$ cat src/rtl/iob_native_bus_split.sv
// Native CPU bus to 1+N_DCH IOb channel splitter: channel 0 takes instruction fetches, data
// accesses decode on address MSBs. One registered transaction in flight, with error responses.
module iob_native_bus_split #(
  parameter int unsigned ADDR_W      = 32,
  parameter int unsigned DATA_W      = 32,
  parameter int unsigned N_DCH       = 2,
  parameter int unsigned TIMEOUT_CYC = 1023,
  parameter logic [DATA_W-1:0] ERR_DATA = 32'hDEADBEEF
) (
  input  logic                          clk_i,
  input  logic                          cke_i,
  input  logic                          rst_i,
  input  logic                          cpu_valid_i,
  input  logic                          cpu_instr_i,
  input  logic [ADDR_W-1:0]             cpu_addr_i,
  input  logic [DATA_W-1:0]             cpu_wdata_i,
  input  logic [DATA_W/8-1:0]           cpu_wstrb_i,
  output logic [DATA_W-1:0]             cpu_rdata_o,
  output logic                          cpu_ready_o,
  output logic [N_DCH:0]                iob_valid_o,
  output logic [ADDR_W-1:0]             iob_addr_o,
  output logic [DATA_W-1:0]             iob_wdata_o,
  output logic [DATA_W/8-1:0]           iob_wstrb_o,
  input  logic [N_DCH:0]                iob_ready_i,
  input  logic [N_DCH:0]                iob_rvalid_i,
  input  logic [(1+N_DCH)*DATA_W-1:0]   iob_rdata_i,
  output logic                          err_o
);

  localparam int unsigned NCH    = 1 + N_DCH;
  localparam int unsigned SEL_W  = (N_DCH > 1) ? $clog2(N_DCH) : 1;
  localparam int unsigned CH_W   = $clog2(NCH);
  localparam int unsigned TMR_W  = (TIMEOUT_CYC > 0) ? $clog2(TIMEOUT_CYC + 1) : 1;
  localparam int unsigned STRB_W = DATA_W / 8;
  localparam logic [TMR_W-1:0] TmrLast = TMR_W'(TIMEOUT_CYC - 1);

  typedef enum logic [1:0] {StIdle, StReq, StWaitR, StResp} state_e;

  state_e              state_q, state_d;
  logic [CH_W-1:0]     ch_q, ch_d;
  logic [ADDR_W-1:0]   addr_q, addr_d;
  logic [DATA_W-1:0]   wdata_q, wdata_d;
  logic [STRB_W-1:0]   wstrb_q, wstrb_d;
  logic [DATA_W-1:0]   rdata_q, rdata_d;
  logic [TMR_W-1:0]    timer_q, timer_d;
  logic                err_q, err_d;

  logic [SEL_W-1:0]    sel;
  logic                dec_err;
  logic [CH_W-1:0]     dec_ch;
  logic                accept;
  logic                timeout_hit;
  logic                ch_ready;
  logic                ch_rvalid;
  logic [DATA_W-1:0]   ch_rdata;

  assign sel     = cpu_addr_i[ADDR_W-1 -: SEL_W];
  assign dec_err = !cpu_instr_i && (32'(sel) >= N_DCH);
  assign dec_ch  = cpu_instr_i ? '0 : CH_W'(sel) + CH_W'(1);
  assign accept  = cpu_valid_i && !cpu_ready_o;

  assign timeout_hit = (TIMEOUT_CYC != 0) && (timer_q == TmrLast);
  assign ch_ready    = iob_ready_i[ch_q];
  assign ch_rvalid   = iob_rvalid_i[ch_q];

  always_comb begin
    ch_rdata = '0;
    for (int k = 0; k < NCH; k++) begin
      if (ch_q == CH_W'(k)) ch_rdata = iob_rdata_i[k*DATA_W +: DATA_W];
    end
  end

  always_ff @(posedge clk_i) begin
    if (cke_i) begin
      if (rst_i) state_q <= StIdle;
      else       state_q <= state_d;
    end
  end

  always_comb begin
    state_d = state_q;
    unique case (state_q)
      StIdle:  if (accept) state_d = dec_err ? StResp : StReq;
      StReq: begin
        if (ch_ready)         state_d = (wstrb_q != '0) ? StResp : StWaitR;
        else if (timeout_hit) state_d = StResp;
      end
      StWaitR: if (ch_rvalid || timeout_hit) state_d = StResp;
      StResp:  state_d = StIdle;
      default: state_d = StIdle;
    endcase
  end

  always_comb begin
    iob_valid_o = '0;
    if (state_q == StReq) iob_valid_o[ch_q] = 1'b1;
    cpu_ready_o = (state_q == StResp);
    cpu_rdata_o = rdata_q;
    iob_addr_o  = addr_q;
    iob_wdata_o = wdata_q;
    iob_wstrb_o = wstrb_q;
    err_o       = err_q;
  end

  always_comb begin
    ch_d    = ch_q;
    addr_d  = addr_q;
    wdata_d = wdata_q;
    wstrb_d = wstrb_q;
    rdata_d = rdata_q;
    timer_d = timer_q;
    err_d   = err_q;
    unique case (state_q)
      StIdle: begin
        if (accept) begin
          ch_d    = dec_ch;
          addr_d  = cpu_addr_i;
          wdata_d = cpu_wdata_i;
          wstrb_d = cpu_wstrb_i;
          timer_d = '0;
          if (dec_err) begin
            rdata_d = ERR_DATA;
            err_d   = 1'b1;
          end
        end
      end
      StReq: begin
        timer_d = timer_q + TMR_W'(1);
        if (!ch_ready && timeout_hit) begin
          rdata_d = ERR_DATA;
          err_d   = 1'b1;
        end
      end
      StWaitR: begin
        timer_d = timer_q + TMR_W'(1);
        if (ch_rvalid) begin
          rdata_d = ch_rdata;
        end else if (timeout_hit) begin
          rdata_d = ERR_DATA;
          err_d   = 1'b1;
        end
      end
      default: ;
    endcase
  end

  always_ff @(posedge clk_i) begin
    if (cke_i) begin
      if (rst_i) begin
        ch_q    <= '0;
        addr_q  <= '0;
        wdata_q <= '0;
        wstrb_q <= '0;
        rdata_q <= '0;
        timer_q <= '0;
        err_q   <= 1'b0;
      end else begin
        ch_q    <= ch_d;
        addr_q  <= addr_d;
        wdata_q <= wdata_d;
        wstrb_q <= wstrb_d;
        rdata_q <= rdata_d;
        timer_q <= timer_d;
        err_q   <= err_d;
      end
    end
  end

endmodule
$ cat config.mk
export PLATFORM = sky130hd
export DESIGN_NAME = iob_native_bus_split
export DESIGN_NICKNAME = d
export VERILOG_FILES = /design/src/rtl/iob_native_bus_split.sv
export SDC_FILE = /design/constraint.sdc
export NUM_CORES = 1
export LEC_CHECK = 0
export ABC_CLOCK_PERIOD_IN_PS = 11450
export BUFFER_PORTS_ARGS = -buffer_cell sky130_fd_sc_hd__buf_2
export CORE_MARGIN = 2
export CORE_UTILIZATION = 49
export DETAILED_ROUTE_END_ITERATION = 8
export PLACE_DENSITY = 0.86
export SETUP_SLACK_MARGIN = 0.15
export SYNTH_ARGS = -nofsm -noshare
export SYNTH_HDL_FRONTEND = slang
export SYNTH_SLANG_ARGS = --single-unit
$ cat constraint.sdc
create_clock -name clk_i -period 11.45 [get_ports clk_i]
set_clock_uncertainty 0.1 [all_clocks]
set_input_delay 1.7175 -clock clk_i [delete_from_list [all_inputs] [get_ports clk_i]]
set_output_delay 1.7175 -clock clk_i [all_outputs]
set_load 0.02 [all_outputs]
==> flow_summary.json, run 1 <==
{
  "drc_errors": 0,
  "p_total_mw": 1.17,
  "tns_ns": 0,
  "slew_headroom_pct": 40.5,
  "r2r_end": "cpu_rdata_o[24]",
  "synth_top_area_share_pct": 64.0,
  "startpoint_type": "register",
  "endpoint_kind": "output pin",
  "syn_area_mm2": 0.00540,
  "hold_path_class": "reg2reg",
  "root_buffer": "clkbuf_8",
  "report.final.slew_viol_count": 0,
  "critPathLaunch": "state_q[1]",
  "setup_viol_count_final": 0,
  "peakVddDrop_v": 0.000133,
  "yosysWarnings": 0,
  "area_growth_syn_to_layout_pct": 38.1,
  "fin_hold_ws_ns": 0.547,
  "path_max_fanout": 7,
  "endpoint": "iob_valid_o[0]",
  "start_util_pct": 50.0,
  "avgSynthCellArea_um2": 12.8,
  "final_nets": 880,
  "finalInstanceArea_mm2": 0.00745,
  "dr.first_iter.drc_count": 235,
  "cts_resized": 0,
  "rsz0062_at_grt": "no",
  "netlist_top_cells_count": "edfxtp_1, nor2b_1, nor2_1",
  "die_h_um": 109,
  "cp.required_ns": 9.63,
  "yosysTopAreaCell": "edfxtp_1",
  "io_buffers": 279,
  "ctsLongestPathBuffers": 2,
  "post_dp_cell_area_mm2": 0.00688,
  "p_per_area_mw_per_mm2": 158,
  "yosysSeqAreaShare_pct": 64.0,
  "syn_inst": 422,
  "rrSetupSlack_ns": 8.95,
  "p_sw_share_pct": 25.7,
  "ys_top_cells_by_area": "edfxtp_1, nor2b_1, mux2i_1",
  "wl_um": 13500,
  "vias_per_cell": 5.02,
  "ctsHoldBuffers": 0,
  "p_switching_uw": 301,
  "grt_pass1_wl_um": 19700,
  "hpwl_um": 9930,
  "core_area_mm2": 0.0108,
  "grt_overflow_total": 0,
  "htreeDepth": 4,
  "synth-seq-cells": 115,
  "die_area_mm2": 0.0119,
  "power.leakage_nw": 3.23,
  "clkPwrFrac_pct": 43.0,
  "grt_max_degree": 71,
  "die_w_um": 109,
  "cts_tree": "done",
  "drive_gt1_share_pct": 47.8,
  "ant_nets": 0,
  "max_cap_violations": 0,
  "clock-sinks": 115,
  "utilization_pct": 69.0,
  "synth-main-ff-cell": "edfxtp_1",
  "vias": 4275,
  "seq_power_share_pct": 43.3,
  "grt_usage_pct": 22.1,
  "pin_count": 280,
  "wl_per_cell_um": 15.9,
  "synth_cell_types": 36,
  "p_comb_share_pct": 13.7,
  "period_share_pct": 31.6,
  "grt_pass1_vias": 4192,
  "crit-reg2reg-launch": "ch_q[0]",
  "dr.pass1.iters": 4,
  "critical_path_class": "reg2out",
  "tightest_slew_ns": 0.891,
  "reg2reg_depth": 7,
  "fmax_mhz": 276,
  "finalHoldViolations": 0,
  "cts_buffers": 17,
  "yosysMostFrequentCell": "edfxtp_1",
  "synthArstFlopShare_pct": 0,
  "synth_edf_count": 115,
  "gp_congestion": 0.773,
  "worst-endpoint-arrival_ns": 1.80,
  "rows": 38,
  "min_period_ns": 3.62,
  "synth_nets": 603,
  "clock_latency_ns": 0.50,
  "path_clk_slew_ns": 0.06,
  "outcome": "finished, final reports clean",
  "intPower_uw": 872,
  "post-cts-setup-buffers": 0,
  "antenna_found_initial": 0
}
## registers in the layout, indices dropped and copies added, names as in the netlist
name         cells
err_o            1
cpu_rdata_o     32
iob_wdata_o     32
timer_q         10
iob_wstrb_o      4
ch_q             2
iob_addr_o      32
state_q          2
## per-stage QoR
stage / worst slack (ns) / std cells
CTS: 7.80 / 851
global placement: 7.67 / 820
detailed placement: 7.53 / 820
global route: 7.72 / 851
finish: 7.83 / 852
floorplan: 5.44 / 422
## power groups by stage
stage | sequential [mW] | combinational [mW] | clock, mW
after floorplan | 0.544 | 0.0707 | 0
after detailed placement | 0.517 | 0.162 | 0
after global placement | 0.515 | 0.157 | 0
after CTS | 0.508 | 0.162 | 0.514
after global routing | 0.511 | 0.175 | 0.532
final | 0.508 | 0.161 | 0.504
## critical path: stages, from the launching register on
cell      delay, ns
edfxtp_1       0.43
inv_1          0.12
ha_1           0.27
nand2b_1       0.19
nor2_1         0.12
buf_2          0.17
## worst min-delay path by stage
stage                    start         end  slack [ns]  cells past startpoint
finish              timer_q[0]  timer_q[0]        0.55                      1
global route        timer_q[0]  timer_q[0]        0.57                      1
CTS                 timer_q[0]  timer_q[0]        0.55                      1
detailed placement  timer_q[0]  timer_q[0]        0.53                      1
global placement    timer_q[0]  timer_q[0]        0.51                      1
floorplan           timer_q[7]  timer_q[7]        0.49                      2
## metal layers
layer / vias up / part of all wire [%] / track usage [%]
met1: 1963 / 36 / 23.9
li1: 2075 / - / -
met3: 22 / 10 / 7.29
met5: - / 0 / 0
met2: 215 / 52 / 40.1
met4: 0 / 1.6 / 8.15
## cells by family after synthesis
group / count (synthesis) / synth area share [%]
adder cells (fa/ha/maj): 6 / 1.39
AND/OR/NAND/NOR: 152 / 15.1
XOR/XNOR: 6 / 0.974
multiplexers: 35 / 6.52
buffers and inverters: 37 / 3.50
flip-flops: 115 / 64.0
AO/OA/AOI/OAI: 71 / 8.53
## placed cells by master (no fill, tap or decap), types with 3 or more instances in the layout
cell type,instances
inv_6,5
edfxtp_1,115
clkinvlp_4,4
ha_1,6
nor3_1,10
a21oi_1,40
o21ai_0,3
xor2_1,4
buf_2,278
clkbuf_16,16
mux2i_1,34
inv_1,9
nand4_1,5
a21oi_2,20
nor2_1,44
nand3_1,4
nand2_1,7
buf_4,8
nor2b_1,69
## layout make-up
type	count	area (µm²)
diodes	1	2.50
clock buffers	17	414
clock inverters	14	155
fillers	797	3340
inverters	9	33.8
multi-input cells	270	1760
flip-flops and latches	115	3450
well taps	140	175
repair buffers	286	1450
Note: power is estimated with default switching activity, not from simulation.
==> inputs of run 2 (changes only) <==
- ABC_AREA: default -> 1
- ABC_CLOCK_PERIOD_IN_PS: 11450 -> 3050
- CORE_UTILIZATION: 49 -> 41
- PLACE_DENSITY: 0.86 -> 0.77
- clock period: 11.45 -> 3.05 ns (I/O delays scaled with it)
==> run 2 against run 1 <==
Utilization down 11 points. Sequential power grew to 3.8 times the previous value. Wire length up 6.9%. Combinational power grew to 3.9 times the previous value. Critical endpoint is now iob_valid_o[1]. Die area grew 18%.
==> flow_summary.json, run 2 <==
{
  "vias_per_cell": 4.69,
  "fillCellCount": 1138,
  "finalInstanceArea_mm2": 0.00744,
  "place_ws_ns": 0.865,
  "ys_top_cells_by_area": "edfxtp_1, nand2_1, nor2_1",
  "htreeDepth": 4,
  "fin_hold_ws_ns": 0.231,
  "synth-compound-area-share_pct": 5.62,
  "yosysSeqAreaShare_pct": 64.3,
  "synth_fa_ha_area_share_pct": 1.40,
  "max_cap_violations": 0,
  "hold_path_class": "in2reg",
  "dr.first_iter.drc_count": 395,
  "pin_count": 280,
  "rows": 41,
  "post-cts-setup-buffers": 0,
  "synthMuxAreaShare_pct": 0,
  "cp.required_ns": 2.49,
  "outcome": "finished, final reports clean",
  "final_nets": 1015,
  "post_dp_cell_area_mm2": 0.00695,
  "root_buffer": "clkbuf_16",
  "final_common_cell": "buf_2",
  "dr.pass1.iters": 4,
  "core_area_mm2": 0.0127,
  "die_area_mm2": 0.0140,
  "start_util_pct": 42.2,
  "setup_viol_count_final": 0,
  "critPathTopFamily": "buffers and inverters",
  "yosysWarnings": 0,
  "cts_resized": 0,
  "utilization_pct": 58.5,
  "cp_common_cell": "inv_1",
  "drive_gt1_share_pct": 38.1,
  "clock-sinks": 115,
  "path_max_fanout": 4,
  "cts_tree": "done",
  "path_clk_slew_ns": 0.05,
  "tightest_slew_ns": 0.916,
  "period_share_pct": 76.6,
  "avgSynthCellArea_um2": 9.71,
  "synth_nets": 734,
  "yosysMostFrequentCell": "nand2_1",
  "synth_edf_count": 115,
  "io_buffers": 279,
  "path_buf_inv": 3,
  "tns_ns": 0,
  "placed_cells": 987,
  "fmax_mhz": 428,
  "fin_ws_ns": 0.714,
  "power.leakage_nw": 3.64,
  "ctsHoldBuffers": 0,
  "rsz0062_at_grt": "no",
  "vias": 4790,
  "cts_buffers": 17,
  "synth_cell_types": 23,
  "cp_slowest_cell": "edfxtp_1",
  "endpoint_kind": "output pin",
  "ctsLongestPathBuffers": 2,
  "min_period_ns": 2.34,
  "hpwl_um": 10600,
  "grt_pass1_wl_um": 22800,
  "syn_area_mm2": 0.00537,
  "critical_path_class": "reg2out",
  "grt_max_degree": 93,
  "grt_overflow_total": 0,
  "clock_latency_ns": 0.40,
  "worst-endpoint-arrival_ns": 1.78,
  "drc_errors": 0,
  "p_total_mw": 4.19,
  "synth-main-ff-cell": "edfxtp_1",
  "synth-simple-area-share_pct": 20.0,
  "die_w_um": 118,
  "yosysTopAreaCell": "edfxtp_1",
  "final_cell_mix": "buf_2, nand2_1, edfxtp_1",
  "ant_nets": 0,
  "startpoint_type": "register",
  "die_h_um": 118,
  "p_per_area_mw_per_mm2": 563,
  "synth_xor_area_share_pct": 0.163,
  "gp_congestion": 0.865,
  "synth-seq-cells": 115,
  "path_cells": "inv_1 > ha_1 > inv_1 > nor3_1 > buf_2",
  "netlist_top_cells_count": "nand2_1, edfxtp_1, nor2_1",
  "finalHoldViolations": 0,
  "synthArstFlopShare_pct": 0,
  "synth_top_area_share_pct": 64.3,
  "syn_inst": 553,
  "max_stage_delay_ns": 0.46,
  "grt_pass1_vias": 4696,
  "synth_top_family_by_area": "simple AND/OR/NAND/NOR gates",
  "slew_headroom_pct": 38.9,
  "wl_um": 14500,
  "peakVddDrop_v": 0.000382,
  "grt_usage_pct": 21.0,
  "report.final.slew_viol_count": 0,
  "area_growth_syn_to_layout_pct": 38.7,
  "fin_cells": 1021,
  "antenna_found_initial": 3,
  "wl_per_cell_um": 14.2
}
## run 2: cell families (layout without fill, tap and decap cells)
logic type      Yosys count  in the layout
other cells               0              4
flops                   115            115
simple gates            263            263
compound gates           58             58
xor+xnor                  1              1
fa+ha+maj                 6              6
buf+inv                 110            402
## run 2: worst paths after layout
path         depth (start not counted)  slack (ns)           start              end
max                                  5        0.71      state_q[1]   iob_valid_o[1]
min reg2reg                          2        0.55      timer_q[6]       timer_q[6]
max reg2reg                          7        0.83      state_q[0]  cpu_rdata_o[25]
min                                  3        0.23  cpu_addr_i[30]   iob_addr_o[30]
## run 2: layer usage
layer	vias to the layer above	track usage (%)	share of wire [%]
met5	-	0	0
met4	0	10.8	3.0
met3	31	7.29	9.0
met2	247	37.4	52
met1	2167	21.8	36
li1	2345	-	-
## run 2: tightest hold or removal path, stage by stage
cell	delay, ns
buf_2	0.07
inv_1	0.03
nor2_1	0.07
## run 2: final cells by class
cell class | instances | area, µm² | share of cell area, %
Sequential cell | 115 | 3450 | 46.4
Clock buffer | 21 | 440 | 5.92
Timing Repair Buffer | 284 | 1450 | 19.5
Clock inverter | 9 | 42.5 | 0.572
Inverter | 88 | 330 | 4.44
Antenna cell | 4 | 10.0 | 0.134
Multi-Input combinational cell | 328 | 1500 | 20.2
Tap cell | 172 | 215 | 2.89
## run 2: where the power goes
group | total (mW) | internal [mW] | switching [mW] | leakage (nW)
clock | 1.64 | 1.00 | 0.632 | 0.236
sequential | 1.93 | 1.88 | 0.0469 | 1.10
combinational | 0.626 | 0.225 | 0.401 | 2.30
